[src/rtl/bus_dmx_feeder_if.sv]
// Handshake and demux-side signals for bus_dmx_feeder.
// The master drives the upstream words and auto_mode; the slave (the feeder) drives everything else.
interface bus_dmx_feeder_if #(
    parameter int unsigned N = 8
);
    logic         in_valid;
    logic         in_ready;
    logic [N-1:0] in_data;
    logic [2:0]   in_addr;
    logic         auto_mode;
    logic [2:0]   addr;
    logic [N-1:0] x;
    logic         out_active;
    logic         frame_done;

    modport master (
        output in_valid, in_data, in_addr, auto_mode,
        input  in_ready, addr, x, out_active, frame_done
    );

    modport slave (
        input  in_valid, in_data, in_addr, auto_mode,
        output in_ready, addr, x, out_active, frame_done
    );
endinterface

[src/rtl/bus_dmx_feeder.sv]
// Buffers routed words in a small FIFO and presents each on x/addr for HOLD cycles,
// optionally overriding the destination with a round-robin slot counter.
module bus_dmx_feeder #(
    parameter int unsigned N     = 8,
    parameter int unsigned DEPTH = 4,
    parameter int unsigned HOLD  = 2
) (
    input  logic              clk,
    input  logic              rst_n,
    bus_dmx_feeder_if.slave   bus
);
    localparam int unsigned AW = $clog2(DEPTH);
    localparam int unsigned CW = (HOLD > 1) ? $clog2(HOLD) : 1;

    typedef enum logic [0:0] {StIdle, StDrive} state_e;

    logic [N-1:0] mem_data [DEPTH];
    logic [2:0]   mem_addr [DEPTH];
    logic [AW:0]  wptr_q, rptr_q;
    logic         empty, full, push, pop;

    state_e       state_q, state_d;
    logic [CW-1:0] cnt_q, cnt_d;
    logic [N-1:0] x_q, x_d;
    logic [2:0]   addr_q, addr_d;
    logic [2:0]   slot_q, slot_d;
    logic         word_auto_q, word_auto_d;

    // Extra wrap bit distinguishes full from empty when the index bits match.
    assign empty = (wptr_q == rptr_q);
    assign full  = (wptr_q[AW] != rptr_q[AW]) && (wptr_q[AW-1:0] == rptr_q[AW-1:0]);
    assign push  = bus.in_valid && !full;

    always_comb begin
        state_d     = state_q;
        cnt_d       = cnt_q;
        x_d         = x_q;
        addr_d      = addr_q;
        word_auto_d = word_auto_q;
        pop         = 1'b0;
        unique case (state_q)
            StIdle: begin
                if (!empty) pop = 1'b1;
            end
            StDrive: begin
                if (cnt_q == '0) begin
                    if (!empty) begin
                        pop = 1'b1;
                    end else begin
                        state_d = StIdle;
                        x_d     = '0;
                    end
                end else begin
                    cnt_d = cnt_q - CW'(1);
                end
            end
            default: state_d = StIdle;
        endcase
        if (pop) begin
            state_d     = StDrive;
            cnt_d       = CW'(HOLD - 1);
            x_d         = mem_data[rptr_q[AW-1:0]];
            addr_d      = bus.auto_mode ? slot_q : mem_addr[rptr_q[AW-1:0]];
            word_auto_d = bus.auto_mode;
        end
        slot_d = '0;
        if (bus.auto_mode) slot_d = pop ? slot_q + 3'd1 : slot_q;
    end

    always_ff @(posedge clk) begin
        if (push) begin
            mem_data[wptr_q[AW-1:0]] <= bus.in_data;
            mem_addr[wptr_q[AW-1:0]] <= bus.in_addr;
        end
    end

    always_ff @(posedge clk) begin
        if (!rst_n) begin
            wptr_q      <= '0;
            rptr_q      <= '0;
            state_q     <= StIdle;
            cnt_q       <= '0;
            x_q         <= '0;
            addr_q      <= '0;
            slot_q      <= '0;
            word_auto_q <= 1'b0;
        end else begin
            if (push) wptr_q <= wptr_q + 1'b1;
            if (pop)  rptr_q <= rptr_q + 1'b1;
            state_q     <= state_d;
            cnt_q       <= cnt_d;
            x_q         <= x_d;
            addr_q      <= addr_d;
            slot_q      <= slot_d;
            word_auto_q <= word_auto_d;
        end
    end

    assign bus.in_ready   = !full;
    assign bus.x          = x_q;
    assign bus.addr       = addr_q;
    assign bus.out_active = (state_q == StDrive);
    assign bus.frame_done = (state_q == StDrive) && (cnt_q == '0) && word_auto_q
                            && (addr_q == 3'd7);
endmodule
[src/flat_wrapper.sv]
// flat-port wrapper written by rule: the top's interface ports become plain ports
module bus_dmx_feeder_flat 
#(
    parameter int unsigned N     = 8,
    parameter int unsigned DEPTH = 4,
    parameter int unsigned HOLD  = 2
)
  (clk, rst_n, bus_in_valid, bus_in_data, bus_in_addr, bus_auto_mode, bus_in_ready, bus_addr, bus_x, bus_out_active, bus_frame_done);
  bus_dmx_feeder_if #(.N(N)) bus_i ();
  input  logic clk;
  input  logic rst_n;
  input wire logic [$bits(bus_i.in_valid)-1:0] bus_in_valid;
  input wire logic [$bits(bus_i.in_data)-1:0] bus_in_data;
  input wire logic [$bits(bus_i.in_addr)-1:0] bus_in_addr;
  input wire logic [$bits(bus_i.auto_mode)-1:0] bus_auto_mode;
  output wire logic [$bits(bus_i.in_ready)-1:0] bus_in_ready;
  output wire logic [$bits(bus_i.addr)-1:0] bus_addr;
  output wire logic [$bits(bus_i.x)-1:0] bus_x;
  output wire logic [$bits(bus_i.out_active)-1:0] bus_out_active;
  output wire logic [$bits(bus_i.frame_done)-1:0] bus_frame_done;
  assign bus_i.in_valid = bus_in_valid;
  assign bus_i.in_data = bus_in_data;
  assign bus_i.in_addr = bus_in_addr;
  assign bus_i.auto_mode = bus_auto_mode;
  assign bus_in_ready = bus_i.in_ready;
  assign bus_addr = bus_i.addr;
  assign bus_x = bus_i.x;
  assign bus_out_active = bus_i.out_active;
  assign bus_frame_done = bus_i.frame_done;
  bus_dmx_feeder #(.N(N), .DEPTH(DEPTH), .HOLD(HOLD)) u_core (.clk(clk), .rst_n(rst_n), .bus(bus_i));
endmodule
[config.mk]
export PLATFORM = sky130hd
export DESIGN_NAME = bus_dmx_feeder_flat
export DESIGN_NICKNAME = d
export VERILOG_FILES = /design/src/rtl/bus_dmx_feeder_if.sv /design/src/rtl/bus_dmx_feeder.sv /design/src/flat_wrapper.sv
export SDC_FILE = /design/constraint.sdc
export NUM_CORES = 1
export LEC_CHECK = 0
export BUFFER_PORTS_ARGS = -buffer_cell sky130_fd_sc_hd__buf_2
export CAP_MARGIN = 20
export CORE_MARGIN = 5
export CORE_UTILIZATION = 45
export CTS_CLUSTER_DIAMETER = 120
export DETAILED_ROUTE_END_ITERATION = 7
export PLACE_DENSITY_LB_ADDON = 0.3
export SLEW_MARGIN = 10
export SYNTH_ARGS = -nofsm -noshare
export SYNTH_HDL_FRONTEND = slang
export SYNTH_SLANG_ARGS = --single-unit
[constraint.sdc]
create_clock -name clk -period 5.6 [get_ports clk]
set_input_delay 0.84 -clock clk [delete_from_list [all_inputs] [get_ports clk]]
set_output_delay 0.84 -clock clk [all_outputs]
set_load 0.02 [all_outputs]
Word-level counts from Yosys, hierarchy flattened:

Memories as Yosys holds them, arrays and structs flattened. A register that Yosys moved wholly into a read port is not among the register bits.
Cells that the tools add are included.

* register bits after elaboration: 23
* RAM bits: 44
* word-level logic and storage cells: 51
* memories kept: 2

Memories
* u_core.mem_data: depth 4, width 8, read ports 1, clocked after Yosys merged registers in 1, write ports 1, RTL line bus_dmx_feeder.sv:17 `logic [N-1:0] mem_data [DEPTH];`
* u_core.mem_addr: depth 4, width 3, read ports 1, clocked after Yosys merged registers in 1, write ports 1, RTL line bus_dmx_feeder.sv:18 `logic [2:0] mem_addr [DEPTH];`

* add/sub/neg operators: 4
* eq/ne operators: 5
* mux-type cells: 20
* bitwise operators: 2
* reduce and logical (&&, ||, !) cells: 10

Operators by type and width (count)
* $mux W8: 4
* $mux W1: 10
* $add A3 B1 Y3 const B: 3
* $mux W2: 4
* $logic_and A1 B1 Y1: 5
* $reduce_bool A2 Y1: 2
* $eq A3 B3 Y1: 1
* $eq A3 B3 Y1 const B: 1
* $mux W3: 1
* $reduce_and A3 Y1: 1
* $eq A2 B2 Y1: 1
* $ne A2 B1 Y1 const B: 1
* $not A1 Y1: 2
* $pmux W1 S2: 1
* $reduce_and A2 Y1: 1
* $logic_not A1 Y1: 1
* $ne A1 B1 Y1: 1
* $sub A1 B1 Y1 const B: 1

Depth between registers and ports, before layout:

Gate-level depths: netlist of run 1.

* word-level depth: 6
* gate-level depth with buffers: 6
* mapped depth without buffers: 4

Least setup slack after synthesis of run 1:

Ideal clock, no wire load.

* path kind: reg2out
* start: reg u_core.addr_q[1] (netlist: u_core.bus.addr[1])
* end: out bus_frame_done
* arrival: 1.093 ns
* setup slack: 3.667 ns
* cell stages (with the launch flop): 3
* path buffers: 0
* path through: dfxtp_1 > nand4_1 > nor3b_1

* cells in the longest elaborated chain, start to end: 2

RTL lines
* start: declaration: RTL line bus_dmx_feeder.sv:25 `logic [2:0] addr_q, addr_d;`
* start signal: assignment: RTL line bus_dmx_feeder.sv:93 `addr_q <= addr_d;`
* $eq A3 B3 Y1: RTL line bus_dmx_feeder.sv:104 `&& (addr_q == 3'd7);`
* $logic_and A1 B1 Y1: RTL line bus_dmx_feeder.sv:104
* end: declaration: RTL line flat_wrapper.sv:20 `output wire logic [$bits(bus_i.frame_done)-1:0] bus_frame_done;`

No other way between the ends.

Final worst setup path of run 1:

* start: reg u_core.wptr_q[1]
* end: out bus_in_ready

* cells in the longest elaborated chain, start to end: 3

RTL lines
* start: declaration: RTL line bus_dmx_feeder.sv:19 `logic [AW:0] wptr_q, rptr_q;`
* start signal: assignment: RTL line bus_dmx_feeder.sv:88 `if (push) wptr_q <= wptr_q + 1'b1;`
* $eq A2 B2 Y1: RTL line bus_dmx_feeder.sv:31 `assign full = (wptr_q[AW] != rptr_q[AW]) && (wptr_q[AW-1:0] == rptr_q[AW-1:0]);`
* $logic_and A1 B1 Y1: RTL line bus_dmx_feeder.sv:31
* $logic_not A1 Y1: RTL line bus_dmx_feeder.sv:99 `assign bus.in_ready = !full;`
* end: declaration: RTL line flat_wrapper.sv:16 `output wire logic [$bits(bus_i.in_ready)-1:0] bus_in_ready;`

No other way between the ends.

==> results.cfg, run 1 <==
[logic_synthesis]
synth_seq_cells = 69
async_flop_share_pct = 0
ys_seq_area_share_pct = 67.1
synth_top_area_share_pct = 48.6
synth_common_cells = edfxtp_1, dfxtp_1, nor2_1, nand2_1
yosys_warnings = 0
synth_edf_count = 44
synthDistinctLibCells = 34
synth.area.top_cells = edfxtp_1, dfxtp_1, mux4_2
synth.cell_area_um2 = 2720
ys.flop_type = edfxtp_1
synth_nets = 198
synthCells = 177
synth_most_common_cell = edfxtp_1
synth_top_cell_by_area = edfxtp_1
syn_area_per_cell_um2 = 15.3

[placement]
port_buffers = 28
globalplace.congestion = 0.768
hpwl_um = 3280

[routing]
num_vias = 1528
m1WireLength_um = 2240
drt_wl_total_um = 4820
dr.max_layer_used = met4
wl_per_cell_um = 16.6
drt_iter0_drc = 66
wl_met3_um = 247
vias_per_cell = 5.27
dr.pass1.iters = 4
drc = 0
wl_met2_um = 2260
postRouteAntennaNets = 0

[floorplanning]
fp-row-count = 28
core_area_um2 = 5890
die_y_um = 87.7
ios = 29
die_x_um = 87.7
initial_utilization_pct = 46.2
die_area_um2 = 7690

[global_routing]
grt_pass1_vias = 1491
grt_remaining_overflow = 0
antenna_found_initial = 0
grtUsageTotal_pct = 14.0
grt_max_degree = 19
grt_pass1_wl_um = 7820

[cts]
clk_pin_slew_ns = 0.07
cts_sinks = 69
cts.path.max_buffers = 2
clk-insertion-delay-late_ns = 0.34
h-tree-depth = 3
cts_tree = done
postCtsSetupBuffers = 0
cts_resized = 0
cts_buffers = 9
holdBufCountCts = 0
clock-root-buffer = clkbuf_8

[power]
clockPowerShare_pct = 23.3
peakVddDrop_mv = 0.277
p_sw_mw = 0.492
power.density_nw_per_um2 = 477
p_seq_share_pct = 47.5
p_leak_nw = 1.10
power.internal_mw = 0.975
pwr-share-comb_pct = 29.2
swShare_pct = 33.6

[setup_path]
crit_path_start_kind = register
crit_required_ns = 4.76
slowest_stage = dfxtp_1
crit_path_cell_trace = xor2_2, nor2_1, nand2_1, buf_2
slowest_delay_ns = 0.44
cp_max_fo = 7
cp-end-kind = output port
critPathArrivalTime_ns = 1.55
crit_type = reg2out

[cells_and_area]
final_core_util_pct = 52.3
final_layout_size_suffix_gt1_share_pct = 28.4
areaGrowthSynthToFinish_pct = 13.3
antenna_cells = 0
nets = 231

[sta]
timing.fmax_mhz = 418
finalMaxSlewViolations = 0
hold_viol = 0
rsz0062_at_grt = false
fin_crit_sh_pct = 42.7
maxSlewHeadroom_pct = 46.8
tns_ns = 0
final.min_clock_period_ns = 2.39
tightest_slew_ns = 0.797
skew_ns = 0.00693
setup-violations-final = 0

[outcome]
run_status = complete, no violations

[job]
cap_violations = 0

[hold_path]
hold_path_class = reg2reg
==> metal layers <==
metal  up-vias  global-route usage [%]
met5         -                       0
met2        36                    21.8
met3        11                    4.42
met4         0                    5.86
met1       744                    18.1
li1        737                       -
==> area by class of cell <==
cell class | count | area, um^2
tap | 75 | 93.8
fill | 500 | 2810
timing repair buffer | 28 | 140
multi-input combinational | 96 | 831
clock inverter | 4 | 23.8
clock buffer | 12 | 145
sequential | 69 | 1820
inverter | 6 | 22.5
==> through the flow <==
stage                     total power, mW  worst slack (ns)  hold WS (ns)  cells  cell area [um^2]
after global placement               1.14              3.41         0.462    274              2910
after detailed placement             1.14              3.30         0.469    274              2910
final                                1.47              3.21         0.475    290              3080
after CTS                            1.49              3.20         0.481    290              3080
after global routing                 1.55              3.12         0.527    290              3080
after floorplan                      1.05              3.67         0.443    177              2720
==> worst max-delay path: cells and delay by family (launching register included) <==
family	cells	cell delay (ns)
flip-flops	1	0.44
AND/OR/NAND/NOR	2	0.23
buffers and inverters	1	0.16
XOR/XNOR	1	0.39
==> state kept, by name, summed over array words and instances (netlist names), named ones only <==
name and count:
u_core.bus.addr 3, u_core.bus.out_active 1, u_core.bus.x 8, u_core.cnt_q 1
u_core.mem_addr 12, u_core.mem_data 32, u_core.rptr_q 3, u_core.slot_q 3
u_core.word_auto_q 1, u_core.wptr_q 3
==> worst paths after layout <==
kind                                        start                               to  slack [ns]  cells after the start
setup / recovery    u_core.wptr_q[1]$_SDFFE_PN0N_                     bus_in_ready        3.21                      4
hold / removal    u_core.word_auto_q$_SDFFE_PN0P_  u_core.word_auto_q$_SDFFE_PN0P_        0.48                      2
setup reg to reg    u_core.wptr_q[1]$_SDFFE_PN0N_  u_core.mem_data[2][4]$_DFFE_PP_        3.31                      4
hold reg to reg   u_core.word_auto_q$_SDFFE_PN0P_  u_core.word_auto_q$_SDFFE_PN0P_        0.48                      2
==> cells in the final DEF, fill, tap and decap left out, types with 4 or more instances in the layout <==
cell,n
edfxtp_1,44
buf_2,28
dfxtp_1,25
nor2_1,18
clkbuf_8,10
nand2_1,9
mux4_2,8
a22oi_1,8
mux2_2,6
ha_1,6
inv_1,5
xnor2_1,5
and2_1,4
a21oi_1,4
o21ai_0,4
==> power by group through the flow <==
| stage | Sequential (mW) | Clock [mW] | Combinational (mW) |
|---|---|---|---|
| after floorplan | 0.718 | 0 | 0.328 |
| after global placement | 0.710 | 0 | 0.429 |
| after detailed placement | 0.711 | 0 | 0.432 |
| after CTS | 0.701 | 0.353 | 0.434 |
| after global routing | 0.711 | 0.372 | 0.469 |
| final | 0.698 | 0.341 | 0.428 |
==> logic make-up after synthesis <==
kind of cell / after synthesis / synth area share, %
buf+inv: 12 / 2.35
simple gates: 39 / 6.45
mux: 14 / 9.12
xor+xnor: 8 / 3.41
fa+ha+maj: 6 / 2.76
compound gates: 29 / 8.84
flops: 69 / 67.1
(Power assumes the default switching activity.)
==> run 2: changes to the inputs <==
==> constraint.sdc (replaced) <==
create_clock -name clk -period 2.4 [get_ports clk]
set_input_delay 0.36 -clock clk [delete_from_list [all_inputs] [get_ports clk]]
set_output_delay 0.36 -clock clk [all_outputs]
set_load 0.02 [all_outputs]
==> results.cfg, run 2 (same netlist as run 1, synthesis figures left out) <==
[global_routing]
grt_pass1_vias = 1621
grt_max_degree = 19
grt_pass1_wl_um = 8070
antenna_found_initial = 0
grtUsageTotal_pct = 14.5
grtUsageMet3_pct = 4.61
grtUsageMet2_pct = 24.0
grt_remaining_overflow = 0
top_usage_layer = met2
gr-usage-met1_pct = 17.7

[placement]
port_buffers = 28
globalplace.congestion = 0.727
hpwl_um = 3370

[cells_and_area]
seq_area_um2 = 1820
multi_input_area_um2 = 831
largest_reg_flops = 32
final_common_cell = edfxtp_1
final_core_util_pct = 53.9
areaGrowthSynthToFinish_pct = 16.7
fill_cells = 493
antenna_cells = 0
layout_common_cells = edfxtp_1, buf_2, dfxtp_1, nor2_1, clkbuf_8
final_layout_size_suffix_gt1_share_pct = 31.5
nets = 235

[setup_path]
reg2reg_to = u_core.mem_data[1][4]$_DFFE_PP_
startpoint = u_core.wptr_q[1]$_SDFFE_PN0N_
r2r_start = u_core.wptr_q[1]$_SDFFE_PN0N_
crit_path_start_kind = register
crit_required_ns = 2.44
r2r_slack_ns = 0.40
crit_type = reg2reg
reg2reg_depth = 5
cp-end-kind = register
cp_max_fo = 11
critPathArrivalTime_ns = 2.04

[routing]
drt_wl_total_um = 4830
dr.pass1.iters = 4
wl_per_cell_um = 16.4
num_vias = 1542
postRouteAntennaNets = 0
vias_per_cell = 5.24
drt_iter0_drc = 74
drc = 0

[hold_path]
holdPathEnd = u_core.mem_data[0][3]$_DFFE_PP_
min_path_cells = 1
hold_path_class = in2reg
hp-start = bus_in_data[3]

[sta]
maxSlewHeadroom_pct = 58.3
final.min_clock_period_ns = 2.00
rsz0062_at_grt = false
finalMaxSlewViolations = 0
tns_ns = 0
tightest_slew_ns = 0.623
setup-violations-final = 0
hold_viol = 0
timing.fmax_mhz = 500
skew_ns = 0.00811
fin_crit_sh_pct = 83.3

[floorplanning]
initial_utilization_pct = 46.2
fp-row-count = 28
die_area_um2 = 7690
die_y_um = 87.7
die_x_um = 87.7
ios = 29
core_area_um2 = 5890

[power]
p_leak_nw = 1.15
power.density_nw_per_um2 = 1160
peakVddDrop_mv = 0.607

[cts]
cts_resized = 0
postCtsSetupBuffers = 0
holdBufCountCts = 0
clk_pin_slew_ns = 0.07
clk-insertion-delay-late_ns = 0.34
cts.path.max_buffers = 2
clock-root-buffer = clkbuf_8
h-tree-depth = 3
cts_buffers = 9
cts_tree = done
cts_sinks = 69

[outcome]
run_status = complete, no violations

[job]
cap_violations = 0
==> run 2: cell types whose count changed in the layout (fill, tap and decap cells not counted) <==
cell / delta
buf_4: +4
clkinv_4: +1
clkbuf_1: -2
inv_6: +1
clkinv_1: -2
bufinv_16: +2
==> run 2: final cells by class <==
type	instances	share of cell area [%]
clock buffer	10	4.34
timing repair buffer	32	5.37
clock inverter	6	2.96
multi-input combinational	96	26.2
sequential	69	57.5
tap	75	2.96
inverter	6	0.710
==> run 2: report_power, final <==
group | switching (mW) | internal (mW)
registers | 0.133 | 1.45
clock network | 0.437 | 0.620
logic | 0.609 | 0.436
total | 1.18 | 2.51
==> run 2: metal layers <==
metal  up-vias  part of all wire [%]
met3         6                   5.0
met2        40                    49
met1       748                    45
li1        748                     -
met4         0                   1.3
met5         -                     0
==> run 2: worst max-delay path by stage <==
stage | end | cells after the start
after floorplan | u_core.mem_addr[0][0]$_DFFE_PP_ | 4
after global placement | u_core.mem_data[2][2]$_DFFE_PP_ | 5
after detailed placement | u_core.mem_data[1][3]$_DFFE_PP_ | 5
after CTS | u_core.mem_addr[1][2]$_DFFE_PP_ | 5
after global routing | u_core.mem_addr[1][0]$_DFFE_PP_ | 5
final | u_core.mem_data[1][4]$_DFFE_PP_ | 5
==> run 2: through the flow <==
step           area, um^2  cells  worst slack, ns  power, mW  hold WS (ns)
3_3_place_gp         2940    278            0.479       2.68         0.459
4_1_cts              3170    294            0.375       3.74         0.219
6_report             3170    294            0.400       3.69         0.240
3_5_place_dp         2940    278            0.390       2.68         0.468
2_1_floorplan        2720    177            0.587       2.44         0.443
5_1_grt              3170    294            0.214       3.92         0.221
==> run 2: worst max-delay path, cell delays in order, from the launching register on <==
cell and delay [ns]:
dfxtp_1 0.44, xor2_2 0.39, nor2_1 0.14, a21boi_0 0.33, and2_1 0.19, buf_4 0.21
==> run 3: changes to the inputs <==
==> constraint.sdc (replaced) <==
create_clock -name clk -period 1.9 [get_ports clk]
set_input_delay 0.285 -clock clk [delete_from_list [all_inputs] [get_ports clk]]
set_output_delay 0.285 -clock clk [all_outputs]
set_load 0.02 [all_outputs]
==> results.cfg, run 3 (same netlist as run 1, synthesis figures left out) <==
[routing]
drt_wl_total_um = 4800
vias_per_cell = 5.19
drc = 0
postRouteAntennaNets = 0
wl_per_cell_um = 16.2
drt_iter0_drc = 61
dr.pass1.iters = 5
num_vias = 1541

[placement]
globalplace.congestion = 0.743
dpl-instance-area_um2 = 3000
port_buffers = 28
placed_cells = 281
hpwl_um = 3280

[floorplanning]
ios = 29
initial_utilization_pct = 46.2
die_y_um = 87.7
core_area_um2 = 5890
die_x_um = 87.7
die_area_um2 = 7690
fp-row-count = 28

[cells_and_area]
fill_cells = 497
final_common_cell = edfxtp_1
multi_input_area_um2 = 840
fin_area_um2 = 3250
fin_cells = 297
final_layout_size_suffix_gt1_share_pct = 32.0
largest_reg_flops = 32
nets = 238
layout_common_cells = edfxtp_1, buf_2, dfxtp_1, nor2_1
seq_area_um2 = 1820
antenna_cells = 0
areaGrowthSynthToFinish_pct = 19.5

[outcome]
run_status = complete, no violations

[cts]
cts.path.max_buffers = 2
postCtsSetupBuffers = 0
clock-root-buffer = clkbuf_8
cts_sinks = 69
h-tree-depth = 3
cts_tree = done
clk_pin_slew_ns = 0.07
cts_buffers = 9
clk-insertion-delay-late_ns = 0.34

[power]
p_seq_share_pct = 41.8
power.density_nw_per_um2 = 1490
clockPowerShare_pct = 29.1
p_leak_nw = 1.19
power.internal_mw = 3.32
swShare_pct = 31.2
pwr-share-comb_pct = 29.0
p_sw_mw = 1.51
peakVddDrop_mv = 1.06

[sta]
tns_ns = 0
timing.fmax_mhz = 575
rsz0062_at_grt = false
tightest_slew_ns = 0.595
final.min_clock_period_ns = 1.74
fin_crit_sh_pct = 91.5
maxSlewHeadroom_pct = 60.2
finalMaxSlewViolations = 0
hold_viol = 0
setup-violations-final = 0
skew_ns = 0.00616
whs_ns = 0.160

[setup_path]
crit_path_start_kind = register
crit_required_ns = 1.95
critPathArrivalTime_ns = 1.79
crit_path_cell_trace = xor2_2, nor2_1, a21boi_1, and2_1, buf_12
cp_max_fo = 11
slowest_delay_ns = 0.44
crit_type = reg2reg
cp-end-kind = register
slowest_stage = dfxtp_1

[hold_path]
hold_path_class = in2reg

[global_routing]
grt_max_degree = 19
grt_pass1_vias = 1578
grt_pass1_wl_um = 7940
grt_remaining_overflow = 0
antenna_found_initial = 0
grtUsageTotal_pct = 14.2

[job]
cap_violations = 0
run 3: changes by cell type in the layout (fill, tap and decap cells not counted), sizes merged:
cell,delta
buf,+3
bufinv,+1
inv,-1
run 3: path summary, 6_finish.rpt:
kind | cells past startpoint | startpoint | slack (ns) | endpoint
max | 5 | u_core.wptr_q[1]$_SDFFE_PN0N_ | 0.16 | u_core.mem_addr[2][1]$_DFFE_PP_
min | 1 | bus_in_data[2] | 0.16 | u_core.mem_data[2][2]$_DFFE_PP_
max reg2reg | 5 | u_core.wptr_q[1]$_SDFFE_PN0N_ | 0.16 | u_core.mem_addr[2][1]$_DFFE_PP_
min reg2reg | 2 | u_core.slot_q[1]$_SDFFE_PN0P_ | 0.48 | u_core.slot_q[1]$_SDFFE_PN0P_
run 3: critical path: cells and delay by family, from the launching register on:
family,cells,cell delay [ns]
DFF,1,0.44
and+or+nand+nor,2,0.34
xor gates and xnor gates,1,0.26
AOI/OAI and AO/OA,1,0.25
buffers and inverters,1,0.16
run 3: cell type report:
type | count | area share (%)
clock buffer | 10 | 3.93
clock inverter | 6 | 3.43
inverter | 6 | 0.694
multi-input combinational | 96 | 25.9
sequential | 69 | 56.1
tap | 75 | 2.89
timing repair buffer | 35 | 7.09
run 3: through the flow:
| stage | util (%) | setup WS [ns] | power (mW) |
|---|---|---|---|
| floorplan | - | 0.0869 | 3.08 |
| global placement | 51.0 | 0.180 | 3.43 |
| global route | 55.2 | 0.0257 | 5.10 |
| finish | 55.2 | 0.162 | 4.83 |
| CTS | 55.0 | 0.0705 | 4.87 |
| detailed placement | 51.0 | 0.0831 | 3.46 |
run 3: what timing repair did:
item / 4_1_cts / 5_1_grt
setup endpoints to repair: 0 / 35
hold buffers: 0 / 0
gates resized for setup: 0 / 2
run 3: power groups by stage:
stage	registers, mW	clock network (mW)	logic, mW
2_1_floorplan	2.12	0	0.968
3_3_place_gp	2.05	0	1.38
3_5_place_dp	2.06	0	1.40
4_1_cts	2.03	1.44	1.40
5_1_grt	2.05	1.50	1.55
6_report	2.02	1.41	1.40
run 3: layer usage:
metal,global-route usage (%),vias up,wire length [um]
met1,17.0,755,2090
li1,-,748,-
met2,23.6,31,2420
met4,4.60,0,51
met5,0,-,0
met3,5.27,7,241
